<file path="src/rtl/pic_pkg.sv">
// rtl/pic_pkg.sv - shared types and constants for the 8259-style PIC control logic
// Contents: FSM state enum, request-line constants, EOI command encoding, level-to-mask helper.
package pic_pkg;

    localparam int NUM_IRQ = 8;
    localparam int LEVEL_W = 3;

    typedef enum logic [2:0] {
        IDLE  = 3'd0,
        REQ   = 3'd1,
        ACK1  = 3'd2,
        WAIT2 = 3'd3,
        ACK2  = 3'd4
    } pic_state_e;

    // Encoded as {rotate, specific}
    typedef enum logic [1:0] {
        EOI_NONSPEC      = 2'b00,
        EOI_SPECIFIC     = 2'b01,
        EOI_ROT_NONSPEC  = 2'b10,
        EOI_ROT_SPECIFIC = 2'b11
    } eoi_cmd_e;

    function automatic logic [NUM_IRQ-1:0] level_to_mask(input logic [LEVEL_W-1:0] lvl);
        logic [NUM_IRQ-1:0] m;
        m      = '0;
        m[lvl] = 1'b1;
        return m;
    endfunction

endpackage

</file>
<file path="src/rtl/pic_priority_resolver.sv">
// rtl/pic_priority_resolver.sv - rotating-priority find-first over an 8-bit request vector
// Ports:
//   req          in  8  candidate bits
//   lowest_prio  in  3  level with the lowest priority; lowest_prio+1 is highest
//   valid        out 1  any bit of req set
//   level        out 3  absolute level of the highest-priority set bit
//   rank         out 3  priority position of that bit, 0 = highest
module pic_priority_resolver
    import pic_pkg::*;
(
    input  logic [NUM_IRQ-1:0] req,
    input  logic [LEVEL_W-1:0] lowest_prio,
    output logic               valid,
    output logic [LEVEL_W-1:0] level,
    output logic [LEVEL_W-1:0] rank
);

    logic [NUM_IRQ-1:0] rotated;

    // rotated[0] holds the highest-priority level, rotated[7] the lowest
    always_comb begin
        logic [LEVEL_W-1:0] idx;
        rotated = '0;
        for (int i = 0; i < NUM_IRQ; i++) begin
            idx        = lowest_prio + LEVEL_W'(i) + LEVEL_W'(1);
            rotated[i] = req[idx];
        end
    end

    // Scan downwards so the lowest set position is the one that sticks
    always_comb begin
        valid = 1'b0;
        rank  = '0;
        for (int i = NUM_IRQ - 1; i >= 0; i--) begin
            if (rotated[i]) begin
                valid = 1'b1;
                rank  = LEVEL_W'(i);
            end
        end
        level = lowest_prio + rank + LEVEL_W'(1);
    end

endmodule

</file>
<file path="src/rtl/pic_control_logic.sv">
// rtl/pic_control_logic.sv - 8259-style interrupt sequencing: priority, INT, INTA cycle, vector, EOI
// Ports:
//   clk, rst                       clock, asynchronous active-high reset
//   irr, imr                       pending requests, mask (1 = masked)
//   vector_base                    ICW2 T7..T3
//   aeoi                           auto-EOI enable
//   inta_n                         CPU acknowledge, active-low, clk-synchronous
//   eoi_valid/specific/rotate/level EOI command strobe and fields
//   int_out                        interrupt request to CPU
//   irr_clear                      one-cycle one-hot clear of the acknowledged request
//   isr                            in-service register
//   data_out, data_oe              vector byte and its bus drive enable
module pic_control_logic #(
    parameter int NUM_IRQ = 8,
    parameter int LEVEL_W = 3
) (
    input  logic               clk,
    input  logic               rst,
    input  logic [NUM_IRQ-1:0] irr,
    input  logic [NUM_IRQ-1:0] imr,
    input  logic [4:0]         vector_base,
    input  logic               aeoi,
    input  logic               inta_n,
    input  logic               eoi_valid,
    input  logic               eoi_specific,
    input  logic               eoi_rotate,
    input  logic [LEVEL_W-1:0] eoi_level,
    output logic               int_out,
    output logic [NUM_IRQ-1:0] irr_clear,
    output logic [NUM_IRQ-1:0] isr,
    output logic [7:0]         data_out,
    output logic               data_oe
);
    import pic_pkg::*;

    pic_state_e         state, state_next;
    logic               inta_prev;
    logic [LEVEL_W-1:0] lowest_prio, lowest_prio_next;
    logic [LEVEL_W-1:0] ack_level, ack_level_next;
    logic               spurious, spurious_next;

    logic               int_out_next;
    logic [NUM_IRQ-1:0] irr_clear_next;
    logic [7:0]         data_out_next;
    logic               data_oe_next;
    logic [NUM_IRQ-1:0] isr_set, aeoi_clr, eoi_clr, isr_next;

    logic               inta_fall, inta_rise;
    logic               req_valid, isr_valid, eligible;
    logic [LEVEL_W-1:0] req_level, req_rank, isr_level, isr_rank;
    logic [NUM_IRQ-1:0] req_masked;
    eoi_cmd_e           eoi_cmd;

    assign inta_fall  = inta_prev & ~inta_n;
    assign inta_rise  = ~inta_prev & inta_n;
    assign req_masked = irr & ~imr;
    assign eoi_cmd    = eoi_cmd_e'({eoi_rotate, eoi_specific});

    pic_priority_resolver u_req_res (
        .req         (req_masked),
        .lowest_prio (lowest_prio),
        .valid       (req_valid),
        .level       (req_level),
        .rank        (req_rank)
    );

    pic_priority_resolver u_isr_res (
        .req         (isr),
        .lowest_prio (lowest_prio),
        .valid       (isr_valid),
        .level       (isr_level),
        .rank        (isr_rank)
    );

    // Fully nested: a request must strictly outrank everything in service
    assign eligible = req_valid && (!isr_valid || (req_rank < isr_rank));

    always_comb begin
        state_next     = state;
        irr_clear_next = '0;
        data_out_next  = data_out;
        data_oe_next   = data_oe;
        ack_level_next = ack_level;
        spurious_next  = spurious;
        isr_set        = '0;
        aeoi_clr       = '0;
        case (state)
            IDLE: begin
                if (eligible) state_next = REQ;
            end
            REQ: begin
                // Priority is re-resolved here; the request seen in IDLE may be gone
                if (inta_fall) begin
                    state_next = ACK1;
                    if (eligible) begin
                        isr_set        = level_to_mask(req_level);
                        irr_clear_next = level_to_mask(req_level);
                        ack_level_next = req_level;
                        spurious_next  = 1'b0;
                    end else begin
                        ack_level_next = LEVEL_W'(7);
                        spurious_next  = 1'b1;
                    end
                end
            end
            ACK1: begin
                if (inta_rise) state_next = WAIT2;
            end
            WAIT2: begin
                if (inta_fall) begin
                    state_next    = ACK2;
                    data_out_next = {vector_base, ack_level};
                    data_oe_next  = 1'b1;
                end
            end
            ACK2: begin
                if (inta_rise) begin
                    state_next    = IDLE;
                    data_oe_next  = 1'b0;
                    data_out_next = '0;
                    if (aeoi && !spurious) aeoi_clr = level_to_mask(ack_level);
                end
            end
            default: state_next = IDLE;
        endcase
        int_out_next = (state_next == REQ);
    end

    always_comb begin
        eoi_clr          = '0;
        lowest_prio_next = lowest_prio;
        if (eoi_valid) begin
            case (eoi_cmd)
                EOI_NONSPEC: begin
                    if (isr_valid) eoi_clr = level_to_mask(isr_level);
                end
                EOI_SPECIFIC: begin
                    eoi_clr = level_to_mask(eoi_level);
                end
                EOI_ROT_NONSPEC: begin
                    if (isr_valid) begin
                        eoi_clr          = level_to_mask(isr_level);
                        lowest_prio_next = isr_level;
                    end
                end
                EOI_ROT_SPECIFIC: begin
                    eoi_clr          = level_to_mask(eoi_level);
                    lowest_prio_next = eoi_level;
                end
                default: ;
            endcase
        end
    end

    // The set is ORed in last so an acknowledge beats an EOI on the same bit
    assign isr_next = (isr & ~(eoi_clr | aeoi_clr)) | isr_set;

    always_ff @(posedge clk or posedge rst) begin
        if (rst) begin
            state       <= IDLE;
            inta_prev   <= 1'b1;
            lowest_prio <= LEVEL_W'(7);
            ack_level   <= '0;
            spurious    <= 1'b0;
            int_out     <= 1'b0;
            irr_clear   <= '0;
            isr         <= '0;
            data_out    <= '0;
            data_oe     <= 1'b0;
        end else begin
            state       <= state_next;
            inta_prev   <= inta_n;
            lowest_prio <= lowest_prio_next;
            ack_level   <= ack_level_next;
            spurious    <= spurious_next;
            int_out     <= int_out_next;
            irr_clear   <= irr_clear_next;
            isr         <= isr_next;
            data_out    <= data_out_next;
            data_oe     <= data_oe_next;
        end
    end

endmodule

</file>
<file path="config.mk">
export PLATFORM = sky130hd
export DESIGN_NAME = pic_control_logic
export DESIGN_NICKNAME = d
export VERILOG_FILES = /design/src/rtl/pic_pkg.sv /design/src/rtl/pic_priority_resolver.sv /design/src/rtl/pic_control_logic.sv
export SDC_FILE = /design/constraint.sdc
export NUM_CORES = 1
export LEC_CHECK = 0
export CAP_MARGIN = 20
export CORE_ASPECT_RATIO = 2
export CORE_MARGIN = 1.5
export CORE_UTILIZATION = 59
export DETAILED_ROUTE_END_ITERATION = 8
export PLACE_DENSITY = 0.89
export SLEW_MARGIN = 10
export SYNTH_ARGS = -nofsm -noshare
export SYNTH_HDL_FRONTEND = slang
export SYNTH_HIERARCHICAL = 1
export SYNTH_SLANG_ARGS = --single-unit
</file>
<file path="constraint.sdc">
create_clock -name clk -period 9.6 [get_ports clk]
set_clock_uncertainty 0.2 [all_clocks]
set_input_delay 1.44 -clock clk [delete_from_list [all_inputs] [get_ports clk]]
set_output_delay 1.44 -clock clk [all_outputs]
set_load 0.005 [all_outputs]
</file>
==> results.txt, run 1 <==
The run finished with clean final reports. The number of fill cells came out at 388. In this run the tool buffered the top-level ports with 56 buffer cells. The antenna violation net count after detailed routing came out at 0. The number of pins with negative max-slew slack in the final report came out at 0. In this run the critical register-to-register path is launched from lowest_prio[0]. After the last flow step, the layout net total stands at 412. For the worst setup path, the data required time is 9.54 ns. CTS built an H-tree with a depth of 2. The number of antenna violations at the first check in global routing was 0. The share of layout cells above drive strength 1 came out at 16.4%. The tree is rooted in a sky130_fd_sc_hd__clkbuf_16. Routability-driven placement finished with a final weighted congestion of 0.950. Startpoint-to-endpoint class of the critical path: register to register. The number of distinct library cell variants in the gate-level netlist after synthesis was 62; the fraction of the cycle the final worst path needs was 56.3%.

In this run the vertical extent of the chip is 111 um. The core region is 5660 um^2. Relative to the synthesized area, the layout overhead comes to 20.7%.

For the number of global-route vias before repair, the log shows 3070. Number of rows in the core area: 39. In this run the mean area of a mapped cell was 10.7 um^2.

The longest clock path from root to sink contains 2 buffers. The clock sink total is 37. Setup repair after global routing left no endpoint under its margin. In this run the most critical hold path is launched from data_out[5].

The post-detailed-route via-to-cell ratio was 6.81; the async set-reset flop share out of synthesis was 100%. In the routed design, unresolved DRC markers number 0. After clock tree synthesis, the setup repair step added 0 buffers. In the global route stage, overall resource usage came out at 30.4%. The most common cell in the synthesized netlist is sky130_fd_sc_hd__dfrtp_1.

Clock latency on the worst-skew pair, taken at its later pin, is 0.28 ns. The timing-limited maximum frequency came out at 0.185 GHz. The final number of hold-violating endpoints is 0, and the pin count of the biggest net entering global routing is 38.

Setup slack on the worst reg-to-reg path comes out at 4.19 ns. The fraction of synthesized cell area taken by the top area cell type is 24.0%. The share of the yosys chip area belonging to registers is 27.0%, and the instance count of the mapped netlist is 322. Synthesis produced a netlist with a net count of 363. The biggest area contributor in the post-synthesis netlist is sky130_fd_sc_hd__dfrtp_1. Headroom to the max-slew limit came out at 50.5%.

In this run, synthesis produced a sequential element count of 37. In this run, CTS created clock tree buffers numbering 5. The final layout contains routed wiring with a total length of 9360 um. The actual slew at the worst max-slew pin was 0.742 ns. The placed instances occupy a cell area of 3980 um^2. The worst hold path terminates at data_out[5]. The floorplan step defined a die boundary enclosing 6330 um^2.

Of all nets on the critical path, the largest fanout is 15. The category of the worst setup path capture point is a register. During synthesis, Yosys emitted a total of 6 warnings.

By count the netlist is led by sky130_fd_sc_hd__dfrtp_1, sky130_fd_sc_hd__inv_1, sky130_fd_sc_hd__mux2i_1. Sorting the synthesized cells by area gives the leading types as sky130_fd_sc_hd__dfrtp_1, sky130_fd_sc_hd__mux4_2, sky130_fd_sc_hd__mux2i_1. Count of flip-flops with a built-in enable after synthesis: 0.

From left edge to right edge, the die measures 57.0 um. Hold is met by 0.309 ns. The final critical path time including I/O delays and setup is 5.41 ns, and the number of optimization iterations in the first detailed-route pass is 5. The cell area that synthesis handed to floorplanning was 3440 um^2. For the data arrival time of the critical path, the log shows 5.34 ns. After clock tree synthesis, the clock-pin slew on the worst setup and hold paths is 0.06 ns. TritonCTS built the clock tree. In this run, post-CTS hold repair placed 0 buffers. Detailed placement finished with a half-perimeter wire length of 7100 um.

The number of top-level pins is 57. The worst reg2reg path depth was 16. The tools report the starting utilization of the core area as 60.9%.

The tools report the final standard cell area without fillers as 4160 um^2. The type of the tightest min-delay check is register to register. The total overflow left after global routing is 0. STA classifies the critical path startpoint as a register. Setup violations remaining at the end of the flow were counted as 0. Number of cells on the worst hold path: 1. The commonest register cell after synthesis is sky130_fd_sc_hd__dfrtp_1. After routing, the total negative slack on setup checks comes to 0 ns.

0 antenna diodes ended up in the layout. The tools report the count of routing violations after the opening detailed-route iteration as 169. The first global-routing pass estimated 15100 um of wire. Across all layers, the routed design uses 2947 vias. The tools report the total of max-cap violations as 0. The tools report the end of the worst register-to-register path as isr[3].

The number of gates resized after CTS was 0. The detailed-route wire length per cell was 21.6 um.
==> cell usage in the layout (no fill, tap or decap), types with 5 or more instances in the layout <==
cell type	instances
sky130_fd_sc_hd__nand3b_1	6
sky130_fd_sc_hd__a21oi_1	13
sky130_fd_sc_hd__o22ai_1	10
sky130_fd_sc_hd__nor4_2	5
sky130_fd_sc_hd__nor3_1	5
sky130_fd_sc_hd__nor2_1	12
sky130_fd_sc_hd__inv_1	22
sky130_fd_sc_hd__ha_1	8
sky130_fd_sc_hd__dfrtp_1	33
sky130_fd_sc_hd__nand2b_1	13
sky130_fd_sc_hd__clkdlybuf4s50_1	56
sky130_fd_sc_hd__xnor2_1	6
sky130_fd_sc_hd__a22o_1	8
sky130_fd_sc_hd__o21ai_0	6
sky130_fd_sc_hd__mux4_2	14
sky130_fd_sc_hd__o21ai_1	6
sky130_fd_sc_hd__nand2_1	19
sky130_fd_sc_hd__mux2i_1	21
sky130_fd_sc_hd__nor2b_1	9
sky130_fd_sc_hd__nor3_2	5
sky130_fd_sc_hd__mux4_1	8
sky130_fd_sc_hd__clkbuf_16	5
sky130_fd_sc_hd__a221o_1	6
==> final cells by class <==
| cell class | instances | area [um^2] | share of cell area (%) |
|---|---|---|---|
| inverters | 24 | 90.1 | 2.17 |
| clock buffers | 7 | 143 | 3.43 |
| flip-flops and latches | 37 | 931 | 22.4 |
| clock inverters | 1 | 30.0 | 0.722 |
| well taps | 61 | 76.3 | 1.84 |
| multi-input cells | 245 | 2310 | 55.6 |
| repair buffers | 58 | 576 | 13.8 |
==> how the worst max path moves through the flow <==
| stage | startpoint | to | slack [ns] | cells past startpoint |
|---|---|---|---|---|
| 4_1_cts | irr[3] | isr[6] | 4.13 | 14 |
| 6_report | lowest_prio[0] | isr[3] | 4.19 | 16 |
| 2_1_floorplan | irr[5] | isr[4] | 5.15 | 14 |
| 5_1_grt | lowest_prio[0] | isr[3] | 3.91 | 16 |
| 3_3_place_gp | irr[3] | isr[2] | 4.08 | 13 |
| 3_5_place_dp | irr[3] | irr_clear[6] | 3.90 | 14 |
==> cells by family after synthesis <==
group           after synthesis  synth area share (%)
flops                        37                  27.0
fa+ha+maj                    10                  4.07
xor+xnor                      9                  2.72
simple gates                 98                  18.9
compound gates               77                  16.7
buf+inv                      40                  5.81
mux                          51                  24.8
==> sequential cells by signal, summed over array words and instances, names as in the netlist <==
register / cells
ack_level: 3
data_oe: 1
data_out: 8
int_out: 1
inta_prev: 1
irr_clear: 8
isr: 8
lowest_prio: 3
spurious: 1
state: 3
==> metrics by stage <==
step	std cells	setup WS, ns	util [%]
5_1_grt	433	3.91	73.5
2_1_floorplan	322	5.15	-
4_1_cts	432	4.13	73.3
6_report	433	4.19	73.5
3_3_place_gp	424	4.08	70.3
3_5_place_dp	424	3.90	70.3
==> per-layer routing <==
layer	global-route usage, %	part of all wire (%)
met1	30.1	33
met2	56.1	56
met3	3.15	4.3
met4	20.6	7.5
met5	0	0
==> worst max-delay path: stages, from the launching register on <==
cell and delay, ns:
sky130_fd_sc_hd__dfstp_2 0.79, sky130_fd_sc_hd__clkinv_1 0.36, sky130_fd_sc_hd__ha_1 0.70, sky130_fd_sc_hd__mux2i_1 0.22, sky130_fd_sc_hd__mux4_2 0.53, sky130_fd_sc_hd__a21oi_1 0.16, sky130_fd_sc_hd__nand2b_1 0.13, sky130_fd_sc_hd__o211a_1 0.19
sky130_fd_sc_hd__o22a_1 0.14, sky130_fd_sc_hd__ha_1 0.14, sky130_fd_sc_hd__inv_1 0.05, sky130_fd_sc_hd__fa_1 0.40, sky130_fd_sc_hd__xnor2_1 0.42, sky130_fd_sc_hd__nand2b_1 0.21, sky130_fd_sc_hd__o22ai_1 0.11, sky130_fd_sc_hd__a221o_1 0.39
sky130_fd_sc_hd__o31ai_1 0.12
Power of run 1 is not shown: default switching activity piles up to over one toggle a cycle in this logic, so the estimate is an artifact.
==> run 2: changes to the inputs <==
Settings changed: CORE_UTILIZATION 59 to 55, PLACE_DENSITY 0.89 to 0.84.
Clock period 9.6 ns to 5.3 ns, I/O delays scaled along.
==> results.txt, run 2 (same netlist as run 1, synthesis figures left out) <==
The die height is 115 um (+3.5%). For the aggregate routed wire length, the log shows 8780 um (-6.2%). In this run the clock root is driven by a sky130_fd_sc_hd__clkbuf_16. The run gives 0 (unchanged) as the antenna violation net count after detailed routing. The path class of the tightest hold or removal check is register to register. The startpoint identified for the worst register-to-register timing path is lowest_prio[0]. The worst relative slew slack is 47.8% (-2.8 points), and the fraction of the cycle the final worst path needs is 92.5% (+36 points).

The run gives 0 (unchanged) as the total of max-cap violations. The data required time at the worst endpoint was 5.28 ns (-4.26 ns). The run gives 38 (unchanged) as the pin count of the biggest net entering global routing. The count of routing violations after the opening detailed-route iteration was 137 (-19%); the latest clock arrival within the worst-skew pair was 0.29 ns (about the same). The post-detailed-route via-to-cell ratio came out at 6.76 (-0.60%).

The signal on the critical path passes through buf_4 -> clkinv_1 -> ha_2 -> mux2i_1 -> mux4_2 -> nand2_8 -> o21ai_1 -> a211oi_1 -> ha_1 -> a2111oi_4 -> o21ai_2 -> o41ai_1. The run gives 3062 (-0.26%) as the number of global-route vias before repair. Number of top-level pins: 57 (unchanged). The final number of hold-violating endpoints is 0 (unchanged). The largest registers in the layout are data_out x8, irr_clear x8, isr x8. The run gives 0.912 (-4.0%) as the routability congestion estimate. The share of layout cells above drive strength 1 came out at 17.3% (+0.94 points). The logs give 0 (unchanged) for the setup fix buffers added after clock tree synthesis and 0 (unchanged) for the number of antenna violations at the first check in global routing. Among cell families on the critical path, the largest total delay comes from compound AO/OA/AOI/OAI gates.

The tools report the end of the worst register-to-register path as isr[0]. The run finished with clean final reports. Clock-pin transition on the worst setup and hold timing paths: 0.06 ns (about the same).

The starting utilization of the core area is 57.4% (-3.5 points). The final critical path time including I/O delays and setup was 4.90 ns (-0.503 ns). Delay of the slowest cell on the worst path: 0.60 ns (-0.19 ns). The critical path endpoint is isr[0]. The logs give 6770 um (-4.5%) for the post-detailed-placement half-perimeter wirelength and 5 (unchanged) for the number of optimization iterations in the first detailed-route pass. In the layout the commonest cells are sky130_fd_sc_hd__clkdlybuf4s50_1, sky130_fd_sc_hd__dfrtp_1, sky130_fd_sc_hd__inv_1. The run gives 430 (+1.4%) as the cell total after placement. The number of antenna repair diodes is 0 (unchanged). The first-pass GRT wire length came out at 14300 um (-4.9%). The slowest stage cell on the critical path is sky130_fd_sc_hd__ha_2. The area growth from synthesis to layout is 20.6%.

The accumulated negative setup slack was 0 ns (unchanged); the number of CTS-inserted buffers was 5 (unchanged). The total setup violations reported at the end of the flow came out at 0 (unchanged). The overall routing resource usage was 27.8% (-2.6 points); the number of rows in the core area was 40 (+2.6%).

The minimum setup slack among reg-to-reg paths is 0.40 ns (-3.80 ns), and the buffering stage count on the worst path with inverters included is 2 (unchanged). The total global routing overflow was 0 (unchanged). The startpoint-to-endpoint class of the critical path is register to register. STA classifies the critical path startpoint as a register. The worst reg2reg path depth came out at 12 (-4).

TritonCTS built the clock tree. The total number of cells along the worst setup path was 12 (-4). The largest buffer count on any clock path came out at 2 (unchanged). The library cell used most frequently in the layout, excluding fill and tap cells, is sky130_fd_sc_hd__clkdlybuf4s50_1. The data arrival time of the critical path is 4.88 ns (-0.46 ns). The timing-limited maximum frequency came out at 0.204 GHz (+10%). The clock sink total is 37 (unchanged). The run gives 2 (unchanged) as the count of H-tree levels built during CTS. Placeable core region: 6010 um^2 (+6.1%). The run gives 415 (+0.73%) as the number of nets in the finished design. The actual slew at the worst max-slew pin was 0.784 ns (+0.0417 ns); the total vias in the final route was 2963 (+0.54%). Number of pins with negative max-slew slack in the final report: 0 (unchanged). The port buffer count is 56 (unchanged). The residual DRC count is 0 (unchanged), and the detailed-route wire length per cell is 20.1 um (-7.3%). The die extent in x works out to 59.0 um (+3.4%). For the die outline area, the log shows 6780 um^2 (+7.0%). Setup repair after global routing left no endpoint under its margin. The beginning of the worst hold path is data_out[5]. The top fanout value on the critical path works out to 17 (+2). In this run the worst setup path begins at lowest_prio[0]. The category of the worst setup path capture point is a register.

For the final cell count without fillers, the log shows 438 (+1.2%).
run 2: cell count changes in the layout (fill, tap and decap cells not counted):
cell                        previous run  this run
sky130_fd_sc_hd__clkinv_2              0         2
sky130_fd_sc_hd__clkbuf_8              1         0
sky130_fd_sc_hd__ha_2                  0         1
sky130_fd_sc_hd__bufinv_16             1         0
sky130_fd_sc_hd__ha_1                  8         7
sky130_fd_sc_hd__buf_4                 2         5
run 2: how the worst min path moves through the flow:
stage,endpoint,slack [ns],cells past startpoint
global placement,data_out[5],0.28,1
floorplan,data_out[0],0.29,1
detailed placement,data_out[1],0.28,1
finish,data_out[5],0.30,1
CTS,data_out[4],0.31,1
global route,data_out[3],0.32,1
run 2: through the flow:
stage | setup slack (ns) | utilization (%) | hold WS, ns | instance area [um^2]
CTS | 0.281 | 69.1 | 0.306 | 4150
global route | 0.102 | 69.1 | 0.320 | 4150
detailed placement | 0.338 | 66.8 | 0.283 | 4010
floorplan | 0.996 | - | 0.290 | 3440
global placement | 0.403 | 66.8 | 0.283 | 4010
finish | 0.397 | 69.1 | 0.302 | 4150
run 2: area by class of cell:
class | count | area, um^2
timing repair buffer | 61 | 598
inverter | 24 | 90.1
sequential | 37 | 931
tap | 63 | 78.8
clock inverter | 2 | 10.0
clock buffer | 6 | 129
multi-input combinational | 245 | 2320
fill | 483 | 1850
run 2: worst register-to-register path: stages, from the launching register on:
cell and delay [ns]:
sky130_fd_sc_hd__dfstp_2 0.53, sky130_fd_sc_hd__buf_4 0.23, sky130_fd_sc_hd__clkinv_1 0.32, sky130_fd_sc_hd__ha_2 0.60, sky130_fd_sc_hd__mux2i_1 0.18, sky130_fd_sc_hd__mux4_2 0.56
sky130_fd_sc_hd__nand2_8 0.12, sky130_fd_sc_hd__o21ai_1 0.08, sky130_fd_sc_hd__a211oi_1 0.51, sky130_fd_sc_hd__ha_1 0.36, sky130_fd_sc_hd__a2111oi_4 0.46, sky130_fd_sc_hd__o21ai_2 0.33
sky130_fd_sc_hd__o41ai_1 0.31
run 2: what timing repair did:
item,CTS,global route
hold endpoints to repair,0,0
hold buffers,0,0
endpoints found under the setup margin,0,1
gates resized for setup,0,1
run 2: per-layer routing:
metal	wire, um	up-vias	global-route usage, %
met5	0	-	0
met2	4920	129	49.8
met3	416	40	3.04
li1	-	1335	-
met4	473	0	18.9
met1	2980	1459	29.0
Power of run 2 is left out for the same reason.
